--- src/rtl/fb_pixel_fetcher_if.sv ---
// Pixel-side and framebuffer-side signals of fb_pixel_fetcher.
// master = the fetcher, slave = the display core plus framebuffer RAM.
interface fb_pixel_fetcher_if #(
    parameter int ADDR_W = 15
);
    logic              i_frame_start;
    logic              i_fetch_next_pixel;
    logic [2:0]        o_pixel_rgb;
    logic              o_pixel_valid;
    logic              o_fb_rd_en;
    logic [ADDR_W-1:0] o_fb_rd_addr;
    logic [2:0]        i_fb_rd_data;
    logic              o_underflow;

    modport master (
        input  i_frame_start, i_fetch_next_pixel, i_fb_rd_data,
        output o_pixel_rgb, o_pixel_valid, o_fb_rd_en, o_fb_rd_addr, o_underflow
    );

    modport slave (
        output i_frame_start, i_fetch_next_pixel, i_fb_rd_data,
        input  o_pixel_rgb, o_pixel_valid, o_fb_rd_en, o_fb_rd_addr, o_underflow
    );
endinterface

--- src/rtl/fb_pixel_fetcher.sv ---
// Scaled framebuffer reader feeding a show-ahead FIFO of pixels in raster order.
// Latency: first read 1 cycle after frame_start, head valid 2 cycles later; reads stall on FIFO credit.
module fb_pixel_fetcher #(
    parameter int H_PIXELS    = 640,
    parameter int V_LINES     = 480,
    parameter int SCALE_SHIFT = 2,
    parameter int ADDR_W      = 15,
    parameter int FIFO_DEPTH  = 4
) (
    input  logic                clk,
    input  logic                reset_,
    fb_pixel_fetcher_if.master  bus
);
    localparam int PTR_W = $clog2(FIFO_DEPTH);
    localparam int CNT_W = PTR_W + 1;
    localparam logic [ADDR_W-1:0] FB_W   = ADDR_W'(H_PIXELS >> SCALE_SHIFT);
    localparam logic [9:0]        X_LAST = 10'(H_PIXELS - 1);
    localparam logic [8:0]        Y_LAST = 9'(V_LINES - 1);
    localparam logic [8:0]        Y_MASK = 9'((1 << SCALE_SHIFT) - 1);

    typedef enum logic [1:0] {IDLE, STREAM, DONE} state_t;

    state_t            state;
    logic [9:0]        x;
    logic [8:0]        y;
    logic [ADDR_W-1:0] line_base;
    logic              rd_pending;
    logic              underflow_q;
    logic [2:0]        mem [FIFO_DEPTH];
    logic [PTR_W-1:0]  rd_ptr, wr_ptr, rd_ptr_nxt;
    logic [CNT_W-1:0]  count, count_nxt;
    logic [2:0]        head_nxt;
    logic              flush, issue, push, pop, starve;

    always_comb begin
        flush  = bus.i_frame_start;
        // Credit counts the in-flight read; a same-cycle pop is deliberately not credited.
        issue  = (state == STREAM) && ((count + CNT_W'(rd_pending)) < CNT_W'(FIFO_DEPTH)) && !flush;
        push   = rd_pending && !flush;
        pop    = bus.i_fetch_next_pixel && (count != '0) && !flush;
        starve = bus.i_fetch_next_pixel && (count == '0) && !flush;
        count_nxt  = count + CNT_W'(push) - CNT_W'(pop);
        rd_ptr_nxt = rd_ptr + PTR_W'(pop);
        head_nxt   = 3'b000;
        if (count_nxt != '0) begin
            // Only the incoming word can become head when nothing else survives the pop.
            if ((count - CNT_W'(pop)) == '0)
                head_nxt = bus.i_fb_rd_data;
            else
                head_nxt = mem[rd_ptr_nxt];
        end
    end

    assign bus.o_fb_rd_en   = issue;
    assign bus.o_fb_rd_addr = line_base + ADDR_W'(x >> SCALE_SHIFT);
    assign bus.o_underflow  = underflow_q;

    always_ff @(posedge clk) begin
        if (push)
            mem[wr_ptr] <= bus.i_fb_rd_data;
    end

    always_ff @(posedge clk or negedge reset_) begin
        if (!reset_) begin
            state             <= IDLE;
            x                 <= '0;
            y                 <= '0;
            line_base         <= '0;
            rd_pending        <= 1'b0;
            underflow_q       <= 1'b0;
            rd_ptr            <= '0;
            wr_ptr            <= '0;
            count             <= '0;
            bus.o_pixel_rgb   <= 3'b000;
            bus.o_pixel_valid <= 1'b0;
        end else if (flush) begin
            state             <= STREAM;
            x                 <= '0;
            y                 <= '0;
            line_base         <= '0;
            rd_pending        <= 1'b0;
            rd_ptr            <= '0;
            wr_ptr            <= '0;
            count             <= '0;
            bus.o_pixel_rgb   <= 3'b000;
            bus.o_pixel_valid <= 1'b0;
        end else begin
            rd_pending        <= issue;
            if (starve)
                underflow_q <= 1'b1;
            if (push)
                wr_ptr <= wr_ptr + PTR_W'(1);
            rd_ptr            <= rd_ptr_nxt;
            count             <= count_nxt;
            bus.o_pixel_valid <= (count_nxt != '0);
            bus.o_pixel_rgb   <= head_nxt;
            if (issue) begin
                if (x == X_LAST) begin
                    x <= '0;
                    y <= (y == Y_LAST) ? 9'd0 : y + 9'd1;
                    // Advance one framebuffer row after each group of replicated lines.
                    if ((y & Y_MASK) == Y_MASK)
                        line_base <= line_base + FB_W;
                    if (y == Y_LAST)
                        state <= DONE;
                end else begin
                    x <= x + 10'd1;
                end
            end
        end
    end
endmodule

--- src/flat_wrapper.sv ---
// flat-port wrapper written by rule: the top's interface ports become plain ports
module fb_pixel_fetcher_flat 
#(
    parameter int H_PIXELS    = 640,
    parameter int V_LINES     = 480,
    parameter int SCALE_SHIFT = 2,
    parameter int ADDR_W      = 15,
    parameter int FIFO_DEPTH  = 4
)
  (clk, reset_, bus_i_frame_start, bus_i_fetch_next_pixel, bus_i_fb_rd_data, bus_o_pixel_rgb, bus_o_pixel_valid, bus_o_fb_rd_en, bus_o_fb_rd_addr, bus_o_underflow);
  fb_pixel_fetcher_if #(.ADDR_W(ADDR_W)) bus_i ();
  input  logic clk;
  input  logic reset_;
  input wire logic [$bits(bus_i.i_frame_start)-1:0] bus_i_frame_start;
  input wire logic [$bits(bus_i.i_fetch_next_pixel)-1:0] bus_i_fetch_next_pixel;
  input wire logic [$bits(bus_i.i_fb_rd_data)-1:0] bus_i_fb_rd_data;
  output wire logic [$bits(bus_i.o_pixel_rgb)-1:0] bus_o_pixel_rgb;
  output wire logic [$bits(bus_i.o_pixel_valid)-1:0] bus_o_pixel_valid;
  output wire logic [$bits(bus_i.o_fb_rd_en)-1:0] bus_o_fb_rd_en;
  output wire logic [$bits(bus_i.o_fb_rd_addr)-1:0] bus_o_fb_rd_addr;
  output wire logic [$bits(bus_i.o_underflow)-1:0] bus_o_underflow;
  assign bus_i.i_frame_start = bus_i_frame_start;
  assign bus_i.i_fetch_next_pixel = bus_i_fetch_next_pixel;
  assign bus_i.i_fb_rd_data = bus_i_fb_rd_data;
  assign bus_o_pixel_rgb = bus_i.o_pixel_rgb;
  assign bus_o_pixel_valid = bus_i.o_pixel_valid;
  assign bus_o_fb_rd_en = bus_i.o_fb_rd_en;
  assign bus_o_fb_rd_addr = bus_i.o_fb_rd_addr;
  assign bus_o_underflow = bus_i.o_underflow;
  fb_pixel_fetcher #(.H_PIXELS(H_PIXELS), .V_LINES(V_LINES), .SCALE_SHIFT(SCALE_SHIFT), .ADDR_W(ADDR_W), .FIFO_DEPTH(FIFO_DEPTH)) u_core (.clk(clk), .reset_(reset_), .bus(bus_i));
endmodule
--- config.mk ---
export PLATFORM = sky130hd
export DESIGN_NAME = fb_pixel_fetcher_flat
export DESIGN_NICKNAME = d
export VERILOG_FILES = /design/src/rtl/fb_pixel_fetcher_if.sv /design/src/rtl/fb_pixel_fetcher.sv /design/src/flat_wrapper.sv
export SDC_FILE = /design/constraint.sdc
export NUM_CORES = 1
export LEC_CHECK = 0
export CORE_AREA = 5 5 101 141
export DETAILED_ROUTE_END_ITERATION = 10
export DIE_AREA = 0 0 106 146
export PLACE_DENSITY = 0.46
export SLEW_MARGIN = 20
export SYNTH_ARGS = -nofsm -noshare
export SYNTH_HDL_FRONTEND = slang
export SYNTH_SLANG_ARGS = --single-unit
--- constraint.sdc ---
create_clock -name clk -period 2.4 [get_ports clk]
set_input_delay 0.48 -clock clk [delete_from_list [all_inputs] [get_ports clk]]
set_output_delay 0.48 -clock clk [all_outputs]
set_load 0.05 [all_outputs]
==> results of run 1 <==
[per-layer routing]
metal  global-route usage [%]  vias up  part of all wire, %
li1                         -     1198                    -
met1                     11.0     1217                   42
met2                     18.3       27                   54
met3                     2.13        6                  2.5
met4                     2.72        0                  1.1
met5                        0        -                    0
[flip-flops by register name, summed over array words and instances (netlist names), 2 cells and up]
name,count
u_core.mem,12
u_core.line_base,10
u_core.x,10
u_core.y,9
u_core.bus.o_pixel_rgb,3
u_core.count,3
u_core.rd_ptr,2
u_core.state,2
u_core.wr_ptr,2
[logic make-up (layout without fill, tap and decap cells)]
group | after synthesis | in the layout
fa+ha+maj | 14 | 14
simple gates | 118 | 118
buf+inv | 24 | 81
flops | 56 | 56
compound gates | 56 | 56
mux | 12 | 12
xor+xnor | 25 | 25
other cells | 1 | 1
[cells in the mapped netlist (all sizes together) (11+ instances only)]
cell	instances	area share [%]
a21oi	16	2.7
dfrtp	44	35
edfxtp	12	12
ha	13	5.2
nand2	21	2.5
nor2	34	4.3
nor3	11	1.9
o21ai	16	2.6
xnor2	13	3.6
xor2	12	3.4
[how the worst min path moves through the flow]
stage                                                      to  slack [ns]
after floorplan           u_core.bus.o_pixel_rgb[0]$_DFF_PN0_        0.18
after global placement     u_core.bus.o_underflow$_DFFE_PN0P_        0.46
after detailed placement   u_core.bus.o_underflow$_DFFE_PN0P_        0.46
after CTS                    u_core.line_base[12]$_DFFE_PN0P_        0.17
after global routing         u_core.line_base[12]$_DFFE_PN0P_        0.19
final                        u_core.line_base[12]$_DFFE_PN0P_        0.15
[critical path, delay by kind of cell, from the launching register on]
kind | cells | cell delay, ns
and+or+nand+nor | 1 | 0.07
AOI/OAI and AO/OA | 2 | 0.32
xor gates and xnor gates | 1 | 0.10
DFF | 1 | 0.41
buffers and inverters | 3 | 0.55
adders and majority gates | 1 | 0.25
[final cells by class]
| class | count | area [µm²] | share of cell area (%) |
|---|---|---|---|
| multi-input combinational | 226 | 1690 | 40.2 |
| tap | 153 | 191 | 4.54 |
| sequential | 56 | 1460 | 34.7 |
| inverter | 8 | 30.0 | 0.712 |
| clock buffer | 5 | 125 | 2.97 |
| clock inverter | 3 | 26.3 | 0.623 |
| timing repair buffer | 65 | 688 | 16.3 |
[where the power goes]
| group | internal [mW] | total, mW | switching [mW] |
|---|---|---|---|
| combinational | 0.337 | 0.707 | 0.370 |
| clock | 0.398 | 0.773 | 0.375 |
| sequential | 1.03 | 1.08 | 0.0527 |
| total | 1.76 | 2.56 | 0.798 |
[per-stage QoR]
stage	worst slack, ns	hold slack (ns)	power, mW
floorplan	-0.175	0.184	1.48
global placement	-0.466	0.458	1.72
detailed placement	-0.531	0.463	1.73
CTS	-0.119	0.168	2.54
global route	-0.195	0.185	2.70
finish	-0.0864	0.149	2.56
[repair_timing]
action                                  in CTS  in global routing
setup buffers                                6                  6
endpoints found under the setup margin      11                 10
pin swaps                                    8                 12
gates resized for setup                     10                 19
==> flow_summary.toml, run 1 <==
[outcome]
outcome = "finished with violations"
violations = "setup timing"

[yosys]
synth_top_family_by_area = "simple AND/OR/NAND/NOR gates"
synth_area_um2 = 3120
avgSynthCellArea_um2 = 10.2
synth_cell_types = 56
synth_ff_type = "dfrtp_1"
async_flop_share_pct = 78.6
synth_warnings = 0
synth_edf_count = 12
ys_seq_elements = 56
synth_nets = 327
synth_compound_area_share_pct = 11.3
synth-seq-area-share_pct = 46.8
synth_xor_area_share_pct = 7.01
synthMuxAreaShare_pct = 5.57
syn-instance-count = 306
synthAdderAreaFrac_pct = 5.85
synthSimpleGateAreaFrac_pct = 19.6

[worst_setup_path]
critPathRequiredTime_ns = 1.92
reg2reg_depth = 10
arrival_ns = 2.01
crit_path_end = "bus_o_fb_rd_addr[9]"
critPathLaunchType = "register"
ff2ff_setup_slack_ns = 0.07
cp_slowest_cell = "dfrtp_1"
critPathKind = "register to output port"
r2r-start = "u_core.count[1]$_DFF_PN0_"
rr_endpoint = "u_core.bus.o_pixel_rgb[1]$_DFF_PN0_"
crit_fanout = 2
critPathCaptureType = "output port"
crit_chain = "ha_4 > buf_6 > a21oi_4 > nor2b_1 > o21ai_2 > buf_4 > xnor2_1 > bufbuf_16"
cpPeakStageDelay_ns = 0.41
crit_start = "u_core.line_base[6]$_DFFE_PN0P_"

[timing]
post-route-min-period_ns = 2.49
drv_slew = 0
slew_headroom_pct = 65.3
fin_tns_setup_ns = -0.492
rsz0062_at_grt = "true"
worst_pin_slew_ns = 0.520
hold_viol = 0
setup_ws_ns = -0.0864
finalSetupViolations = 7
clock_skew_ns = 0.00548
fin_crit_sh_pct = 104
max_freq_ghz = 0.402

[global_routing]
grt_pass1_vias = 2476
track_usage_pct = 9.78
grt_pass1_wl_mm = 12.3
antenna_found_initial = 0
grt_max_degree = 38
overflow = 0

[cells_and_area]
nFillCells = 1322
antenna_cells = 0
syn2layout_area_growth_pct = 35.1
final_cells = 516
final_cell_mix = "dfrtp_1, buf_4, nor2_1"
final_common_cell = "dfrtp_1"
design_area_um2 = 4220
utilization_pct = 33.1
layout-drive-gt1-share_pct = 26.2
final_nets = 383

[detailed_routing]
first_pass_iters = 4
via_per_inst = 4.74
drtAntennaViolNets = 0
via_count = 2448
avgRoutedWirePerCell_um = 14.4
wl_mm = 7.42
drc = 0
drt-initial-drc-count = 91

[job]
maxCapViolations = 0

[floorplanning]
rows = 49
dieArea_um2 = 15500
pin_count = 28
die_h_um = 146
core_area_um2 = 12800
start_util_pct = 24.5
die_w_um = 106

[clock_tree]
h-tree-depth = 2
clock-sinks = 56
cts_buffers = 5
worst_skew_pair.late_latency_ns = 0.30
cts_tree = "yes"
clk_pin_slew_ns = 0.07
clockBufferDepth = 2
cts_root_buffer = "clkbuf_16"
holdBufCountCts = 0

[placed_design]
dpl.cell_count = 496
place_hpwl_mm = 5.41
port_buffers = 27
routabilityCongestion = 0.702
place_area_um2 = 3860

[power_and_ir_drop]
p_leak_nw = 1.74
powerDensity_nw_per_um2 = 607
peakVddDrop_mv = 0.274

[min_path]
hold_class = "primary input to async pin"
Note: power is estimated with default switching activity, not from simulation.
==> run 2, diff against run 1 <==
GPL_ROUTABILITY_DRIVEN = 0   (was unset)
==> results of run 2 <==
Final layout, timing and power as in run 1 (identical DEF).
